--- src/rtl/stream_pkg.sv ---
// Shared types and helpers for stochastic bitstream stages.
// WINDOW(W) also gives the period of a W-bit maximal-length LFSR generator.
package stream_pkg;

    typedef enum logic {IDLE, ACCUM} dec_state_t;

    function automatic int WINDOW(input int w);
        return (2 ** w) - 1;
    endfunction

endpackage

--- src/rtl/stream_decoder_window_counter.sv ---
// Sample counter for one decode window of WINDOW(W) accepted samples.
// last flags the final sample slot; the counter wraps to 0 after it.
module window_counter
    import stream_pkg::*;
#(
    parameter int W = 8
) (
    input  logic clk,
    input  logic rst,
    input  logic clr,
    input  logic en,
    output logic last
);

    localparam logic [W-1:0] LAST_CNT = W'(WINDOW(W) - 1);

    logic [W-1:0] r_cnt;
    logic         w_last;

    assign w_last = (r_cnt == LAST_CNT);
    assign last   = w_last;

    always_ff @(posedge clk) begin
        if (rst || clr) begin
            r_cnt <= '0;
        end else if (en) begin
            if (w_last) begin
                r_cnt <= '0;
            end else begin
                r_cnt <= r_cnt + 1'b1;
            end
        end
    end

endmodule

--- src/rtl/stream_decoder.sv ---
// Counts ones of a stochastic bitstream over WINDOW(W) samples and
// presents each window result through a one-deep valid/ready register.
module stream_decoder
    import stream_pkg::*;
#(
    parameter int W          = 8,
    parameter bit CONTINUOUS = 1'b1
) (
    input  logic         clk,
    input  logic         rst,
    input  logic         start,
    input  logic         x,
    input  logic         en,
    output logic [W-1:0] y,
    output logic         y_valid,
    input  logic         y_ready,
    output logic         busy,
    output logic         overrun
);

    dec_state_t   r_state;
    logic [W-1:0] r_acc;
    logic [W-1:0] r_y;
    logic         r_y_valid;
    logic         r_overrun;

    logic         w_last;
    logic         w_sample;
    logic         w_done;
    logic         w_free;
    logic [W-1:0] w_final;

    // A start pulse discards the sample of its own cycle.
    assign w_sample = (r_state == ACCUM) && en && !start;
    assign w_done   = w_sample && w_last;
    assign w_free   = !r_y_valid || y_ready;
    assign w_final  = r_acc + W'(x);

    window_counter #(
        .W (W)
    ) u_window_counter (
        .clk  (clk),
        .rst  (rst),
        .clr  (start),
        .en   (w_sample),
        .last (w_last)
    );

    always_ff @(posedge clk) begin
        if (rst) begin
            r_state   <= IDLE;
            r_acc     <= '0;
            r_y       <= '0;
            r_y_valid <= 1'b0;
            r_overrun <= 1'b0;
        end else begin
            if (start) begin
                r_state <= ACCUM;
                r_acc   <= '0;
            end else if (w_sample) begin
                if (w_last) begin
                    r_acc   <= '0;
                    r_state <= (CONTINUOUS != 1'b0) ? ACCUM : IDLE;
                end else begin
                    r_acc <= w_final;
                end
            end

            if (w_done && w_free) begin
                r_y       <= w_final;
                r_y_valid <= 1'b1;
            end else if (r_y_valid && y_ready) begin
                r_y_valid <= 1'b0;
            end

            if (start) begin
                r_overrun <= 1'b0;
            end else if (w_done && !w_free) begin
                r_overrun <= 1'b1;
            end
        end
    end

    assign y       = r_y;
    assign y_valid = r_y_valid;
    assign busy    = (r_state == ACCUM);
    assign overrun = r_overrun;

endmodule
--- config.mk ---
export PLATFORM = sky130hd
export DESIGN_NAME = stream_decoder
export DESIGN_NICKNAME = d
export VERILOG_FILES = /design/src/rtl/stream_pkg.sv /design/src/rtl/stream_decoder_window_counter.sv /design/src/rtl/stream_decoder.sv
export SDC_FILE = /design/constraint.sdc
export NUM_CORES = 1
export LEC_CHECK = 0
export BUFFER_PORTS_ARGS = -buffer_cell sky130_fd_sc_hd__buf_2
export CAP_MARGIN = 20
export CORE_ASPECT_RATIO = 0.8
export CORE_MARGIN = 1
export CORE_UTILIZATION = 30
export CTS_CLUSTER_SIZE = 28
export DETAILED_ROUTE_END_ITERATION = 12
export PLACE_DENSITY = 0.56
export SYNTH_ARGS = -nofsm -noshare
export SYNTH_HDL_FRONTEND = slang
export SYNTH_SLANG_ARGS = --single-unit
--- constraint.sdc ---
create_clock -name clk -period 2.2 [get_ports clk]
set_input_delay 0.44 -clock clk [delete_from_list [all_inputs] [get_ports clk]]
set_output_delay 0.44 -clock clk [all_outputs]
set_load 0.01 [all_outputs]
==> results of run 1 <==
-- through the flow --
stage / total power (W) / cells / setup slack [ps]
2_1_floorplan: 0.0005214 / 128 / 610.4
3_3_place_gp: 0.0005332 / 197 / 453.7
3_5_place_dp: 0.0005338 / 197 / 422.9
4_1_cts: 0.0008128 / 201 / 530.4
5_1_grt: 0.0008404 / 201 / 365.6
6_report: 0.0008051 / 201 / 535.4
-- layout make-up --
class / instances / area (um^2) / area share
Clock inverter: 1 / 7.507 / 0.005410
Clock buffer: 3 / 41.29 / 0.02976
Inverter: 2 / 7.507 / 0.005410
Multi-Input combinational cell: 96 / 634.4 / 0.4572
Sequential cell: 27 / 540.5 / 0.3895
Tap cell: 55 / 68.82 / 0.04959
Timing Repair Buffer: 17 / 87.58 / 0.06312
-- worst min-delay path by stage --
stage	to	cells past startpoint	slack (ps)	start
2_1_floorplan	r_acc[7]$_SDFFE_PP0P_	2	450	r_acc[7]$_SDFFE_PP0P_
3_3_place_gp	overrun$_SDFFE_PP0P_	1	450	overrun$_SDFFE_PP0P_
3_5_place_dp	overrun$_SDFFE_PP0P_	1	460	overrun$_SDFFE_PP0P_
4_1_cts	busy$_SDFFE_PP0P_	3	440	start
5_1_grt	busy$_SDFFE_PP0P_	3	470	start
6_report	busy$_SDFFE_PP0P_	3	440	start
-- metal layers --
| layer | track usage | vias to the layer above |
|---|---|---|
| met5 | 0 | - |
| met4 | 0.04482 | 0 |
| met3 | 0.02055 | 2 |
| met2 | 0.1842 | 16 |
| met1 | 0.1485 | 419 |
| li1 | - | 482 |
-- synthesized netlist by cell type --
cell type	count	area (um^2)
o21ai_0	3	15.01
buf_6	1	11.26
mux2i_1	3	30.03
and3_1	1	6.260
a21oi_1	5	25.02
nand3_1	5	25.02
nor4b_4	1	23.77
nand3b_2	1	11.26
nand4_1	2	12.51
nand4_4	1	21.27
nand2_1	9	33.78
o21a_1	2	15.01
xor2_1	4	35.03
nor2_1	26	97.59
o211ai_1	1	7.510
nor3_1	2	10.01
nand2b_1	3	18.77
dfxtp_1	27	540.5
nor4_1	1	6.260
xnor2_1	6	52.55
a21o_1	2	15.01
or3_2	1	7.510
and3b_1	1	8.760
a22oi_1	4	30.03
inv_1	2	7.510
clkbuf_1	2	7.510
nand4b_1	1	8.760
or2_2	2	12.51
ha_1	4	50.05
a311oi_1	2	17.52
a211oi_2	3	37.54
-- report_power, final --
group	total [W]	internal (W)	switching, W
logic	0.0000296	0.00000989	0.0000197
registers	0.000492	0.000490	0.00000223
clock network	0.000283	0.000128	0.000155
total	0.000805	0.000628	0.000177
-- state kept, by name (all words and copies together), names as in the netlist --
signal                  count
r_acc                       8
busy                        1
y_valid                     1
u_window_counter.r_cnt      8
y                           8
overrun                     1
-- cells by family after synthesis --
| kind of cell | synth area share |
|---|---|
| AOI/OAI and AO/OA | 0.1354 |
| xor gates and xnor gates | 0.07291 |
| adders and majority gates | 0.04167 |
| buffers and inverters | 0.02188 |
| DFF | 0.4500 |
| muxes | 0.02500 |
| and+or+nand+nor | 0.2531 |
-- worst min-delay path, cell delays in order --
cell    delay, ps
buf_2         120
nor2_1         50
nor2_1         70
==> impl_metrics.py, run 1 <==
metrics = {
    "worst_setup_path": {
        "regToRegEndpoint": "y[2]$_SDFFE_PP0P_",
        "worstPathMaxFanout": 13,
        "reg2regPathDepth": 7,
        "cpPeakStageDelay_ps": 350,
        "worstSetupEndpoint": "y[2]$_SDFFE_PP0P_",
        "critical_path_class": "reg -> reg",
        "crit_slowest_cell": "dfxtp_1",
        "crit_chain": "inv_1 > ha_1 > nand3_1 > nor4b_4 > buf_4 > nor2_1 > a311oi_1",
        "path_depth": 7,
        "rrSetupSlack_ps": 540,
        "timing.rr.start": "u_window_counter.r_cnt[0]$_SDFFE_PP0P_",
        "startpoint_type": "register",
        "cp.required_ps": 2390,
        "startpoint": "u_window_counter.r_cnt[0]$_SDFFE_PP0P_",
        "cpLargestDelayFamily": "simple AND/OR/NAND/NOR gates",
        "endpoint_kind": "register",
        "cp_num_buf_inv": 2,
        "arrival_ps": 1850,
    },
    "synthesis": {
        "synthCells": 128,
        "yosysWarnings": 0,
        "synth_cell_types": 31,
        "yosysSeqAreaShare": 0.4500,
        "syn_nets": 138,
        "synth_area_um2": 1201,
        "syn_area_per_cell_um2": 9.384,
        "ys_ff_latch": 27,
    },
    "timing": {
        "tightestPinTransition_ps": 404.1,
        "finalSetupTns_ps": 0,
        "period_minus_slack_ps": 1665,
        "drv_slew": 0,
        "worst_clock_skew_ps": 7.039,
        "setup_violations": 0,
        "relSlewSlack": 0.7294,
        "fin_crit_sh": 0.7567,
        "whs_ps": 441.9,
        "rsz0062_at_grt": "no",
        "hold_viol": 0,
        "fmax_mhz": 600.7,
    },
    "drt": {
        "num_vias": 919,
        "vias_per_cell": 4.572,
        "drt-initial-drc-count": 86,
        "drt-met1-wl_mm": 1.119,
        "top_layer_used": "met4",
        "ant_nets": 0,
        "wl_per_cell_um": 10.91,
        "wl_met3_um": 80,
        "met2_length_um": 969,
        "dr.pass1.iters": 4,
        "drc": 0,
        "routed_wirelength_mm": 2.192,
    },
    "global_route": {
        "grt_pass1_wl_mm": 3.808,
        "grt_pass1_vias": 870,
        "grt_max_degree": 17,
        "antenna_found_initial": 0,
        "grt-ovfl-total": 0,
        "grt_usage": 0.1127,
    },
    "cts": {
        "clk_pin_slew_ps": 100,
        "cts_setup_buffers": 0,
        "cts_inserted_buffers": 3,
        "cts_tree": "yes",
        "cts_hold_buffers": 0,
        "clockBufferDepth": 2,
        "cts_resized": 0,
        "cts_num_sinks": 27,
        "cts_htree_levels": 1,
        "root_buffer": "clkbuf_8",
        "worstSkewPairLatency_ps": 270,
    },
    "job": {
        "drv_cap": 0,
    },
    "finish": {
        "final_cell_mix": "27 x dfxtp_1, 26 x nor2_1, 16 x buf_2",
        "utilization": 0.3648,
        "mostFrequentLayoutCell": "dfxtp_1",
        "nFillCells": 409,
        "fin_area_um2": 1388,
        "drive_above_1_share": 0.2055,
        "nets": 157,
        "n_antenna_cell": 0,
        "area_growth_pct": 15.52,
    },
    "run_status": {
        "status": "completed",
    },
    "placed_design": {
        "gp_congestion": 0.7322,
        "place_area_um2": 1339,
        "dpl.hpwl_mm": 1.678,
        "numPortBuffers": 16,
    },
    "power_and_ir_drop": {
        "cellLeakagePower_nw": 0.5281,
        "ir_drop_mv": 0.1936,
        "p_per_area_nw_per_um2": 580.2,
    },
    "die": {
        "core_area_um2": 3804,
        "die_x_um": 72.75,
        "num_rows": 20,
        "die_area_um2": 4262,
        "ios": 17,
        "initial_core_util": 0.3158,
        "die_y_um": 58.60,
    },
    "hold_path": {
        "hp-class": "in -> reg",
    },
}
Power figures use the tool's default switching activity.
==> run 2, diff against run 1 <==
Settings changed: ABC_AREA set to 1, PLACE_DENSITY 0.56 to 0.58.
Clock period 2.2 ns to 1.5 ns, I/O delays scaled along.
==> impl_metrics.py, run 2 <==
metrics = {
    "worst_setup_path": {
        "timing.rr.start": "u_window_counter.r_cnt[0]$_SDFFE_PP0P_",
        "worstPathMaxFanout": 17,
        "startpoint_type": "register",
        "critical_path_class": "reg -> reg",
        "arrival_ps": 1550,
        "endpoint_kind": "register",
        "startpoint": "u_window_counter.r_cnt[0]$_SDFFE_PP0P_",
        "crit_top_cell": "nor2_1",
        "crit_slowest_cell": "dfxtp_1",
        "cp.required_ps": 1670,
        "cpPeakStageDelay_ps": 320,
        "crit_chain": "inv_1 > ha_1 > nand2_1 > nor2_2 > nand4_4 > nor2_1 > nor2_1",
    },
    "timing": {
        "fmax_mhz": 727.8,
        "finalSetupTns_ps": 0,
        "relSlewSlack": 0.7932,
        "fin_crit_sh": 0.9160,
        "setup_violations": 0,
        "tightestPinTransition_ps": 308.3,
        "rsz0062_at_grt": "no",
        "period_minus_slack_ps": 1374,
        "hold_viol": 0,
        "drv_slew": 0,
        "worst_clock_skew_ps": 1.901,
    },
    "die": {
        "die_y_um": 61.02,
        "die_x_um": 75.78,
        "num_rows": 21,
        "die_area_um2": 4624,
        "initial_core_util": 0.3127,
        "core_area_um2": 4178,
        "ios": 17,
    },
    "placed_design": {
        "gp_congestion": 0.7873,
        "numPortBuffers": 16,
        "dpl.hpwl_mm": 1.917,
        "place_inst": 266,
    },
    "synthesis": {
        "synthMuxAreaShare": 0,
        "synth_most_common_cell": "nand2_1",
        "yosysWarnings": 0,
        "async_reset_ff_frac": 0,
        "synth_xor_area_frac": 0.03352,
        "synth_compound_area_frac": 0.06705,
        "synth_area_leader_cell": "dfxtp_1",
        "synthSimpleGateAreaFrac": 0.3602,
        "synth_common_cells": "58 x nand2_1, 35 x nor2_1, 27 x dfxtp_1",
        "synth_area_leaders": "dfxtp_1 41%, nand2_1 17%, nor2_1 10%",
        "synth_cell_types": 23,
        "syn_area_per_cell_um2": 6.875,
        "synthAdderAreaFrac": 0.03831,
        "synthCells": 190,
        "synth_top_area_frac": 0.4138,
        "syn_nets": 200,
        "synth_edf_count": 0,
        "synth_ff_type": "dfxtp_1",
        "synth_top_family_by_area": "simple AND/OR/NAND/NOR gates",
        "synth_area_um2": 1306,
        "ys_ff_latch": 27,
        "yosysSeqAreaShare": 0.4138,
    },
    "drt": {
        "wl_per_cell_um": 9.456,
        "vias_per_cell": 4.230,
        "routed_wirelength_mm": 2.553,
        "ant_nets": 0,
        "drc": 0,
        "num_vias": 1142,
        "drt-initial-drc-count": 33,
        "dr.pass1.iters": 4,
    },
    "power_and_ir_drop": {
        "finalPower_w": 0.001194,
        "ir_drop_mv": 0.4471,
        "cellLeakagePower_nw": 0.7039,
        "p_per_area_nw_per_um2": 782.6,
    },
    "cts": {
        "root_buffer": "clkbuf_8",
        "cts_tree": "yes",
        "worstSkewPairLatency_ps": 270,
        "cts_setup_buffers": 0,
        "cts_resized": 0,
        "cts_htree_levels": 1,
        "cts_num_sinks": 27,
        "cts_hold_buffers": 0,
        "clockBufferDepth": 2,
        "clk_pin_slew_ps": 90,
        "cts_inserted_buffers": 3,
    },
    "finish": {
        "final_cells": 270,
        "drive_above_1_share": 0.1596,
        "area_growth_pct": 16.76,
        "final_cell_mix": "58 x nand2_1, 35 x nor2_1, 27 x dfxtp_1",
        "n_antenna_cell": 0,
        "nets": 224,
        "mostFrequentLayoutCell": "nand2_1",
    },
    "job": {
        "drv_cap": 0,
    },
    "global_route": {
        "antenna_found_initial": 0,
        "grt-ovfl-total": 0,
        "grt_pass1_wl_mm": 4.298,
        "grt_usage": 0.1252,
        "grt_pass1_vias": 955,
        "grt_max_degree": 18,
    },
    "hold_path": {
        "min_from": "rst",
        "hp-class": "in -> reg",
    },
    "run_status": {
        "status": "completed",
    },
}
-- run 2: metrics by stage --
stage                     area [um^2]  utilization  setup slack (ps)  hold slack, ps
after global routing             1525       0.3651             3.406           227.1
after CTS                        1525       0.3651             127.1           221.6
final                            1525       0.3651             126.0           218.9
after global placement           1479       0.3540             92.96           453.7
after floorplan                  1306            -             194.6           369.1
after detailed placement         1479       0.3540             95.37           459.4
-- run 2: cells by family (layout without fill, tap and decap cells) --
kind of cell | Yosys count | count (layout)
AO/OA/AOI/OAI | 16 | 16
buffers and inverters | 28 | 51
XOR/XNOR | 5 | 5
AND/OR/NAND/NOR | 110 | 110
flip-flops | 27 | 27
adder cells (fa/ha/maj) | 4 | 4
-- run 2: path summary, 6_finish.rpt --
check,cells past startpoint,slack [ps],endpoint
hold reg to reg,2,470,r_acc[0]$_SDFFE_PP0P_
setup / recovery,7,130,y[3]$_SDFFE_PP0P_
setup reg to reg,7,130,y[3]$_SDFFE_PP0P_
hold / removal,2,220,busy$_SDFFE_PP0P_
-- run 2: metal layers --
layer	GRT usage	up-vias	share of wire
met4	0.05556	0	0.020
met5	0	-	0
met2	0.1783	29	0.41
met1	0.1854	480	0.54
li1	-	628	-
met3	0.01964	5	0.036
-- run 2: area by class of cell --
cell class | instances | area, um^2
Fill cell | 439 | 2653
Multi-Input combinational cell | 135 | 651.9
Sequential cell | 27 | 540.5
Timing Repair Buffer | 21 | 117.6
Inverter | 26 | 97.59
Tap cell | 57 | 71.32
Clock buffer | 3 | 41.29
Clock inverter | 1 | 5.005
-- run 2: report_power, final --
part | internal [W] | switching (W)
logic | 0.0000174 | 0.0000330
registers | 0.000719 | 0.00000253
clock network | 0.000186 | 0.000235
total | 0.000923 | 0.000271
-- run 2: worst max-delay path: cells and delay by family (launching register included) --
kind,cells,cell delay (ps)
and+or+nand+nor,5,760
buffers and inverters,1,70
DFF,1,320
adders and majority gates,1,140
==> run 3, diff against run 2 <==
Settings changed: CORE_UTILIZATION 30 to 50, PLACE_DENSITY 0.58 to 0.81.
Clock period 1.5 ns to 1.78 ns, I/O delays scaled along.
==> impl_metrics.py, run 3 (synthesized netlist as in run 2, its figures left out) <==
metrics = {
    "run_status": {
        "status": "completed",
    },
    "placed_design": {
        "place_inst": 242,
        "gp_congestion": 0.7875,
        "dpl.hpwl_mm": 1.877,
        "numPortBuffers": 16,
        "place_area_um2": 1430,
    },
    "cts": {
        "root_buffer": "clkbuf_4",
        "cts_hold_buffers": 0,
        "cts_resized": 0,
        "worstSkewPairLatency_ps": 340,
        "clockBufferDepth": 2,
        "cts_num_sinks": 27,
        "cts_tree": "yes",
        "cts_setup_buffers": 0,
        "clk_pin_slew_ps": 160,
        "cts_inserted_buffers": 3,
        "cts_htree_levels": 1,
    },
    "worst_setup_path": {
        "endpoint_kind": "register",
        "critical_path_class": "reg -> reg",
        "worstPathMaxFanout": 4,
        "startpoint_type": "register",
        "arrival_ps": 1740,
        "cp.required_ps": 2020,
    },
    "die": {
        "die_x_um": 59.15,
        "initial_core_util": 0.5305,
        "die_area_um2": 2822,
        "ios": 17,
        "core_area_um2": 2462,
        "num_rows": 16,
        "die_y_um": 47.72,
    },
    "timing": {
        "tightestPinTransition_ps": 296.3,
        "worst_clock_skew_ps": 12.28,
        "period_minus_slack_ps": 1502,
        "fin_crit_sh": 0.8437,
        "rsz0062_at_grt": "no",
        "finalSetupTns_ps": 0,
        "relSlewSlack": 0.8012,
        "drv_slew": 0,
        "fmax_mhz": 665.9,
        "setup_violations": 0,
        "hold_viol": 0,
    },
    "finish": {
        "area_growth_pct": 11.88,
        "final_cells": 246,
        "ff_latch_area_um2": 540.5,
        "multi_input_area_um2": 651.9,
        "fin_area_um2": 1461,
        "nets": 221,
        "drive_above_1_share": 0.1476,
        "nFillCells": 237,
        "n_antenna_cell": 0,
        "mostFrequentLayoutCell": "nand2_1",
        "final_cell_mix": "58 x nand2_1, 35 x nor2_1, 27 x dfxtp_1",
    },
    "global_route": {
        "antenna_found_initial": 0,
        "grt_usage": 0.1884,
        "grt-ovfl-total": 0,
        "grt_pass1_wl_mm": 3.898,
        "grt_pass1_vias": 877,
        "grt_max_degree": 18,
    },
    "drt": {
        "drt-initial-drc-count": 34,
        "dr.pass1.iters": 5,
        "routed_wirelength_mm": 2.463,
        "vias_per_cell": 4.610,
        "wl_per_cell_um": 10.01,
        "num_vias": 1134,
        "drc": 0,
        "ant_nets": 0,
    },
    "power_and_ir_drop": {
        "internal-power_w": 0.0007117,
        "seqPwrFrac": 0.652,
        "swShare": 0.2383,
        "ir_drop_mv": 0.5890,
        "p_per_area_nw_per_um2": 639.3,
        "p_sw_w": 0.0002226,
        "combPwrFrac": 0.043,
        "p_clk_frac": 0.305,
        "cellLeakagePower_nw": 0.6814,
    },
    "hold_path": {
        "hp-class": "in -> reg",
    },
    "job": {
        "drv_cap": 0,
    },
}
[run 3: changes by cell type in the layout (fill, tap and decap cells not counted)]
cell / delta
inv_6: +1
clkbuf_4: +3
clkbuf_8: -3
clkinv_2: -1
buf_4: -3
[run 3: worst paths after layout]
| path | startpoint | endpoint | slack (ps) | cells past startpoint |
|---|---|---|---|---|
| max | u_window_counter.r_cnt[0]$_SDFFE_PP0P_ | u_window_counter.r_cnt[4]$_SDFFE_PP0P_ | 280 | 9 |
| min | rst | y_valid$_SDFFE_PP0P_ | 200 | 2 |
| max reg2reg | u_window_counter.r_cnt[0]$_SDFFE_PP0P_ | u_window_counter.r_cnt[4]$_SDFFE_PP0P_ | 280 | 9 |
| min reg2reg | r_acc[0]$_SDFFE_PP0P_ | r_acc[0]$_SDFFE_PP0P_ | 480 | 2 |
[run 3: layout make-up]
cell class | count | area share
inverters | 26 | 0.06678
well taps | 36 | 0.03082
repair buffers | 18 | 0.06507
clock buffers | 3 | 0.01541
flip-flops and latches | 27 | 0.3699
multi-input cells | 135 | 0.4461
clock inverters | 1 | 0.005993
[run 3: layer usage]
layer	global-route usage	routed length, um	up-vias
li1	-	-	619
met1	0.2652	1303	490
met2	0.2932	1050	23
met3	0.05676	100	2
met4	0.02857	8	0
met5	0	0	-
[run 3: metrics by stage]
stage	total power [W]	setup WS, ps	util	hold slack (ps)
2_1_floorplan	0.0006439	474.6	-	425.1
3_3_place_gp	0.0006617	307.2	0.5808	464.6
3_5_place_dp	0.0006622	294.7	0.5808	462.7
4_1_cts	0.0009463	296.2	0.5935	191.3
5_1_grt	0.0009700	142.7	0.5935	177.4
6_report	0.0009343	278.2	0.5935	195.8
[run 3: power groups by stage]
| stage | logic (W) | clock network [W] | registers [W] |
|---|---|---|---|
| after floorplan | 0.0000211 | 0 | 0.000623 |
| after global placement | 0.0000395 | 0 | 0.000622 |
| after detailed placement | 0.0000401 | 0 | 0.000622 |
| after CTS | 0.0000401 | 0.000297 | 0.000609 |
| after global routing | 0.0000447 | 0.000315 | 0.000610 |
| final | 0.0000400 | 0.000285 | 0.000609 |
[run 3: worst max-delay path, cell delays in order (launching register included)]
cell and delay [ps]:
dfxtp_1 360, inv_1 100, ha_1 170, nand2_1 70, nor2_2 190, nand2_1 120
o21ai_2 190, inv_1 110, nand2_1 80, nor2_1 30
